File: src/rtl/cpu_pkg.sv
// Shared CPU definitions: opcode map, source-register usage per opcode and
// the hazard controller's FSM states. Imported by the decoder and hazard_unit.
package cpu_pkg;

  localparam logic [3:0] OP_ADD   = 4'b0000;
  localparam logic [3:0] OP_SUB   = 4'b0001;
  localparam logic [3:0] OP_AND   = 4'b0010;
  localparam logic [3:0] OP_OR    = 4'b0011;
  localparam logic [3:0] OP_XOR   = 4'b0100;
  localparam logic [3:0] OP_SLT   = 4'b0101;
  localparam logic [3:0] OP_ADDI  = 4'b0110;
  localparam logic [3:0] OP_LOAD  = 4'b0111;
  localparam logic [3:0] OP_STORE = 4'b1000;
  localparam logic [3:0] OP_SHL   = 4'b1001;
  localparam logic [3:0] OP_SHR   = 4'b1010;
  localparam logic [3:0] OP_BEQ   = 4'b1011;
  localparam logic [3:0] OP_BNE   = 4'b1100;
  localparam logic [3:0] OP_JMP   = 4'b1101;
  localparam logic [3:0] OP_NOP   = 4'b1110;
  localparam logic [3:0] OP_HALT  = 4'b1111;

  typedef enum logic [1:0] {
    ST_RUN      = 2'b00,
    ST_MEM_WAIT = 2'b01,
    ST_ERROR    = 2'b10
  } hz_state_e;

  function automatic logic uses_rs1(input logic [3:0] op);
    case (op)
      OP_JMP, OP_NOP, OP_HALT: uses_rs1 = 1'b0;
      default:                 uses_rs1 = 1'b1;
    endcase
  endfunction

  function automatic logic uses_rs2(input logic [3:0] op);
    case (op)
      OP_ADD, OP_SUB, OP_AND, OP_OR, OP_XOR, OP_SLT,
      OP_STORE, OP_BEQ, OP_BNE: uses_rs2 = 1'b1;
      default:                  uses_rs2 = 1'b0;
    endcase
  endfunction

endpackage

File: src/rtl/sat_counter.sv
// Event counter that sticks at all-ones instead of wrapping.
module sat_counter #(
  parameter int W = 16
) (
  input  logic         clk,
  input  logic         rst,
  input  logic         inc,
  output logic [W-1:0] count
);

  logic [W-1:0] count_r;

  // count qualifying cycles, holding once saturated
  always_ff @(posedge clk) begin
    if (rst) begin
      count_r <= {W{1'b0}};
    end else if (inc && (count_r != {W{1'b1}})) begin
      count_r <= count_r + W'(1'b1);
    end else begin
      count_r <= count_r;
    end
  end

  assign count = count_r;

endmodule

File: src/rtl/hazard_unit.sv
// Pipeline hazard controller: load-use stalls, branch/jump flushes and
// data-memory wait holds with a timeout watchdog, plus debug event counters.
module hazard_unit
  import cpu_pkg::*;
#(
  parameter int REG_W       = 4,
  parameter int CNT_W       = 16,
  parameter int MEM_TIMEOUT = 255
) (
  input  logic             clk,
  input  logic             rst,
  input  logic [3:0]       id_opcode,
  input  logic [REG_W-1:0] id_rs1,
  input  logic [REG_W-1:0] id_rs2,
  input  logic             ex_mem_read,
  input  logic [REG_W-1:0] ex_rd,
  input  logic             ex_branch_taken,
  input  logic             mem_access,
  input  logic             dmem_ready,
  output logic             stall,
  output logic             pc_write,
  output logic             ifid_write,
  output logic             flush_ifid,
  output logic             flush_idex,
  output logic             pipe_hold,
  output logic             mem_error,
  output logic [CNT_W-1:0] stall_cnt,
  output logic [CNT_W-1:0] flush_cnt
);

  localparam int              WAIT_W    = $clog2(MEM_TIMEOUT + 1);
  localparam logic [WAIT_W:0] TIMEOUT_V = (WAIT_W + 1)'(MEM_TIMEOUT);

  hz_state_e         state_r;
  logic [WAIT_W-1:0] wait_cnt_r;
  logic              mem_error_r;

  logic              load_use_s;
  logic              mem_busy_s;
  logic              jump_s;
  logic              hold_s;
  logic [WAIT_W:0]   wait_inc_s;
  logic              stall_s;
  logic              pc_write_s;
  logic              ifid_write_s;
  logic              flush_ifid_s;
  logic              flush_idex_s;
  logic              pipe_hold_s;

  assign load_use_s = ex_mem_read && (ex_rd != {REG_W{1'b0}}) &&
                      ((uses_rs1(id_opcode) && (id_rs1 == ex_rd)) ||
                       (uses_rs2(id_opcode) && (id_rs2 == ex_rd)));
  assign mem_busy_s = mem_access && !dmem_ready;
  assign jump_s     = (id_opcode == OP_JMP);
  assign wait_inc_s = {1'b0, wait_cnt_r} + {{WAIT_W{1'b0}}, 1'b1};

  // decide whether the pipe is frozen this cycle
  always_comb begin
    hold_s = 1'b0;
    case (state_r)
      ST_RUN:      hold_s = mem_busy_s;
      ST_MEM_WAIT: hold_s = !dmem_ready;
      ST_ERROR:    hold_s = 1'b1;
      default:     hold_s = 1'b0;
    endcase
  end

  // wait FSM: every held cycle counts toward the watchdog, the first included
  always_ff @(posedge clk) begin
    if (rst) begin
      state_r     <= ST_RUN;
      wait_cnt_r  <= {WAIT_W{1'b0}};
      mem_error_r <= 1'b0;
    end else begin
      case (state_r)
        ST_RUN, ST_MEM_WAIT: begin
          if (hold_s && (wait_inc_s == TIMEOUT_V)) begin
            state_r     <= ST_ERROR;
            mem_error_r <= 1'b1;
          end else if (hold_s) begin
            state_r    <= ST_MEM_WAIT;
            wait_cnt_r <= wait_inc_s[WAIT_W-1:0];
          end else begin
            state_r    <= ST_RUN;
            wait_cnt_r <= {WAIT_W{1'b0}};
          end
        end
        ST_ERROR: begin
          state_r     <= ST_ERROR;
          mem_error_r <= 1'b1;
        end
        default: begin
          state_r     <= ST_RUN;
          wait_cnt_r  <= {WAIT_W{1'b0}};
          mem_error_r <= 1'b0;
        end
      endcase
    end
  end

  // hazard strobes; a hold masks flushes so a frozen branch is serviced on release
  always_comb begin
    stall_s      = 1'b0;
    pc_write_s   = 1'b1;
    ifid_write_s = 1'b1;
    flush_ifid_s = 1'b0;
    flush_idex_s = 1'b0;
    pipe_hold_s  = 1'b0;
    if (rst) begin
      stall_s = 1'b0;
    end else if (hold_s) begin
      stall_s      = 1'b1;
      pc_write_s   = 1'b0;
      ifid_write_s = 1'b0;
      pipe_hold_s  = 1'b1;
    end else if (ex_branch_taken) begin
      flush_ifid_s = 1'b1;
      flush_idex_s = 1'b1;
    end else if (load_use_s) begin
      stall_s      = 1'b1;
      pc_write_s   = 1'b0;
      ifid_write_s = 1'b0;
      flush_idex_s = 1'b1;
    end else if (jump_s) begin
      flush_ifid_s = 1'b1;
    end else begin
      stall_s = 1'b0;
    end
  end

  assign stall      = stall_s;
  assign pc_write   = pc_write_s;
  assign ifid_write = ifid_write_s;
  assign flush_ifid = flush_ifid_s;
  assign flush_idex = flush_idex_s;
  assign pipe_hold  = pipe_hold_s;
  assign mem_error  = mem_error_r;

  sat_counter #(.W(CNT_W)) u_stall_cnt (
    .clk   (clk),
    .rst   (rst),
    .inc   (stall_s),
    .count (stall_cnt)
  );

  sat_counter #(.W(CNT_W)) u_flush_cnt (
    .clk   (clk),
    .rst   (rst),
    .inc   (flush_ifid_s | flush_idex_s),
    .count (flush_cnt)
  );

endmodule
File: config.mk
export PLATFORM = sky130hd
export DESIGN_NAME = hazard_unit
export DESIGN_NICKNAME = d
export VERILOG_FILES = /design/src/rtl/cpu_pkg.sv /design/src/rtl/sat_counter.sv /design/src/rtl/hazard_unit.sv
export SDC_FILE = /design/constraint.sdc
export NUM_CORES = 1
export LEC_CHECK = 0
export BUFFER_PORTS_ARGS = -buffer_cell sky130_fd_sc_hd__buf_2
export CORE_MARGIN = 2
export CORE_UTILIZATION = 50
export CTS_CLUSTER_SIZE = 30
export DETAILED_ROUTE_END_ITERATION = 16
export HOLD_SLACK_MARGIN = 0.05
export PLACE_DENSITY = 0.79
export SYNTH_ARGS = -nofsm -noshare
export SYNTH_HDL_FRONTEND = slang
export SYNTH_SLANG_ARGS = --single-unit
File: constraint.sdc
create_clock -name clk -period 3.1 [get_ports clk]
set_input_delay 0.465 -clock clk [delete_from_list [all_inputs] [get_ports clk]]
set_output_delay 0.465 -clock clk [all_outputs]
set_load 0.01 [all_outputs]
==> impl_metrics.toml <==
[synth]
synth-seq-cells = 43
syn_avg_cell_area_um2 = 8.28
yosysWarningCount = 0
syn_nets = 321
ys_seq_area_frac = 0.357
synth_common_cells = "43 x dfxtp_1, 21 x a21oi_1, 20 x nand3_1"
synthDistinctLibCells = 43
netlist_instances = 291
synth_area_leaders = "dfxtp_1 36%, o31ai_1 5.0%, a21oi_1 4.4%"
synth-main-ff-cell = "dfxtp_1"
synth_top_area_share = 0.357
synth_edf_count = 0
synth_top_cell_by_area = "dfxtp_1"
syn-cell-area_um2 = 2410
async_reset_ff_frac = 0
yosysMostFrequentCell = "dfxtp_1"

[placed_design]
dp_hpwl_um = 3830
post-place-ws_ns = 0.203
globalplace.congestion = 0.778
port_buffers = 60

[power_and_ir_drop]
p_sw_w = 0.000259
pwr-share-seq = 0.505
p_sw_frac = 0.232
power_density_nw_per_um2 = 388
p_int_w = 0.000856
leakage_nw = 1.15
p_clk_frac = 0.402
irDropWorstVdd_mv = 0.271
combPwrFrac = 0.093

[clock_network]
post_cts_buffers = 0
cts.sinks = 43
cts-buffers-inserted = 5
cts_root_buf = "clkbuf_8"
cts_buffer_depth = 2
clock_latency_ns = 0.29
h-tree-depth = 2
cts_resized = 0
hold_buffers = 0
clk_pin_slew_ns = 0.07
cts_tree = "built"

[route]
wl_per_cell_um = 13.7
drt_iter0_markers = 176
dr.pass1.iters = 4
dr_total_vias = 2442
drc = 0
ant_nets = 0
vias_per_cell = 6.09
finalWirelength_um = 5490

[timing]
finalHoldViolations = 0
setup_slack_ns = 0.199
finClkSkew_ns = 0.0165
slew-limit-headroom = 0.504
setup_viol = 0
period_minus_slack_ns = 2.90
finalCritPeriodShare = 0.936
fin_setup_tns_ns = 0
slew_viol_final = 0
timing.fmax_ghz = 0.345
grt_setup_unrepaired = "no"
tightest_slew_ns = 0.734

[worst_setup_path]
slowest_delay_ns = 0.40
worstPathArrival_ns = 2.44
crit_chain = "buf_2, inv_1, ha_1, or2_1, a311oi_1, a22oi_1, o41a_1, buf_4, inv_1, buf_2"
ff2ff_path_depth = 7
crit_path_start_kind = "input pin"
crit_end = "stall"
end_kind = "primary output"
r2r_start = "wait_cnt_r[0]"
worstPathRequired_ns = 2.63
cp_slowest_cell = "o41a_1"
r2r_setup_slack_ns = 0.74
crit_start = "id_opcode[0]"
crit_fanout = 30
r2r-end = "wait_cnt_r[6]"
criticalPathCategory = "in2out"

[layout]
drive_gt1_frac = 0.225
antenna_cells = 0
nets = 376
area_growth_pct = 19.3
nFillCells = 431

[floorplan]
die_area_um2 = 5390
initial_utilization = 0.513
fp-row-count = 25
die_y_um = 73.4
die_width_um = 73.4
core-area_um2 = 4690
io_pins = 61

[grt]
grt_overflow = 0
grt.total_usage = 0.202
grt_pass1_wl_um = 8860
antenna_found_initial = 0
grt_pass1_vias = 2044
grt_max_degree = 33

[hold_path]
worstHoldStart = "wait_cnt_r[7]"
hold_class = "reg2reg"

[flow_run]
cap_violations = 0

[status]
status = "completed"
## how the worst min path moves through the flow
| stage | to | slack [ns] | depth (start not counted) |
|---|---|---|---|
| after floorplan | wait_cnt_r[7] | 0.43 | 1 |
| after global placement | wait_cnt_r[7] | 0.46 | 1 |
| after detailed placement | wait_cnt_r[7] | 0.46 | 1 |
| after CTS | wait_cnt_r[7] | 0.48 | 1 |
| after global routing | wait_cnt_r[7] | 0.49 | 1 |
| final | wait_cnt_r[7] | 0.47 | 1 |
## layout make-up
type | count | area, um2 | share of cell area
multi-input cells | 218 | 1440 | 0.500
inverters | 12 | 45.0 | 0.0157
repair buffers | 66 | 345 | 0.120
clock buffers | 6 | 82.6 | 0.0287
clock inverters | 2 | 35.0 | 0.0122
well taps | 54 | 67.6 | 0.0235
flip-flops and latches | 43 | 861 | 0.300
## through the flow
| step | hold WS, ns | std cells | instance area [um2] | power (W) | util |
|---|---|---|---|---|---|
| 5_1_grt | 0.491 | 401 | 2870 | 0.00116 | 0.612 |
| 3_5_place_dp | 0.461 | 393 | 2760 | 0.000678 | 0.587 |
| 3_3_place_gp | 0.455 | 393 | 2760 | 0.000676 | 0.587 |
| 2_1_floorplan | 0.434 | 291 | 2410 | 0.000638 | - |
| 4_1_cts | 0.476 | 401 | 2870 | 0.00113 | 0.612 |
| 6_report | 0.469 | 401 | 2870 | 0.00111 | 0.612 |
## worst max-delay path: cells and delay by family
kind / cells / cell delay, ns
AOI/OAI and AO/OA: 3 / 0.82
buffers and inverters: 5 / 0.64
adders and majority gates: 1 / 0.27
and+or+nand+nor: 1 / 0.22
## cells in the final DEF (no fill, tap or decap), drive strengths merged, types with 2 or more instances in the layout
cell type / n
nand4: 7
or3: 6
o311ai: 8
o31a: 2
and4: 3
and3: 9
clkbuf: 6
ha: 8
o21a: 2
buf: 66
o21ai: 16
nor3: 6
or4: 14
dfxtp: 43
o31ai: 16
a31oi: 2
xor2: 10
o41ai: 10
nor2: 11
nand3: 20
a21oi: 21
nor4: 5
nor2b: 4
a211oi: 2
a41oi: 2
and2: 3
inv: 12
nand2: 17
## cell families (layout without fill, tap and decap cells)
kind of cell,count (synthesis),after routing,share of synthesized area
AO/OA/AOI/OAI,89,89,0.253
flip-flops,43,43,0.357
multiplexers,2,2,0.00883
XOR/XNOR,11,11,0.0400
buffers and inverters,30,86,0.0488
AND/OR/NAND/NOR,108,108,0.250
adder cells (fa/ha/maj),8,8,0.0416
## registers in the layout (all words and copies together), names as in the netlist
signal,cells
u_flush_cnt.count,16
state_r,2
mem_error,1
wait_cnt_r,8
u_stall_cnt.count,16
## layer usage
metal	wire (um)	up-vias	global-route usage
met5	0	-	0
met3	290	4	0.0439
met1	2650	1139	0.278
met2	2490	60	0.317
met4	53	0	0.0606
li1	-	1239	-
## power by group through the flow
stage               sequential [W]  clock [W]  combinational [W]
global placement          0.000575          0           0.000101
floorplan                 0.000575          0          0.0000627
finish                    0.000563   0.000449           0.000103
CTS                       0.000562   0.000459           0.000104
global route              0.000564   0.000478           0.000115
detailed placement        0.000575          0           0.000103
Power figures use the tool's default switching activity.
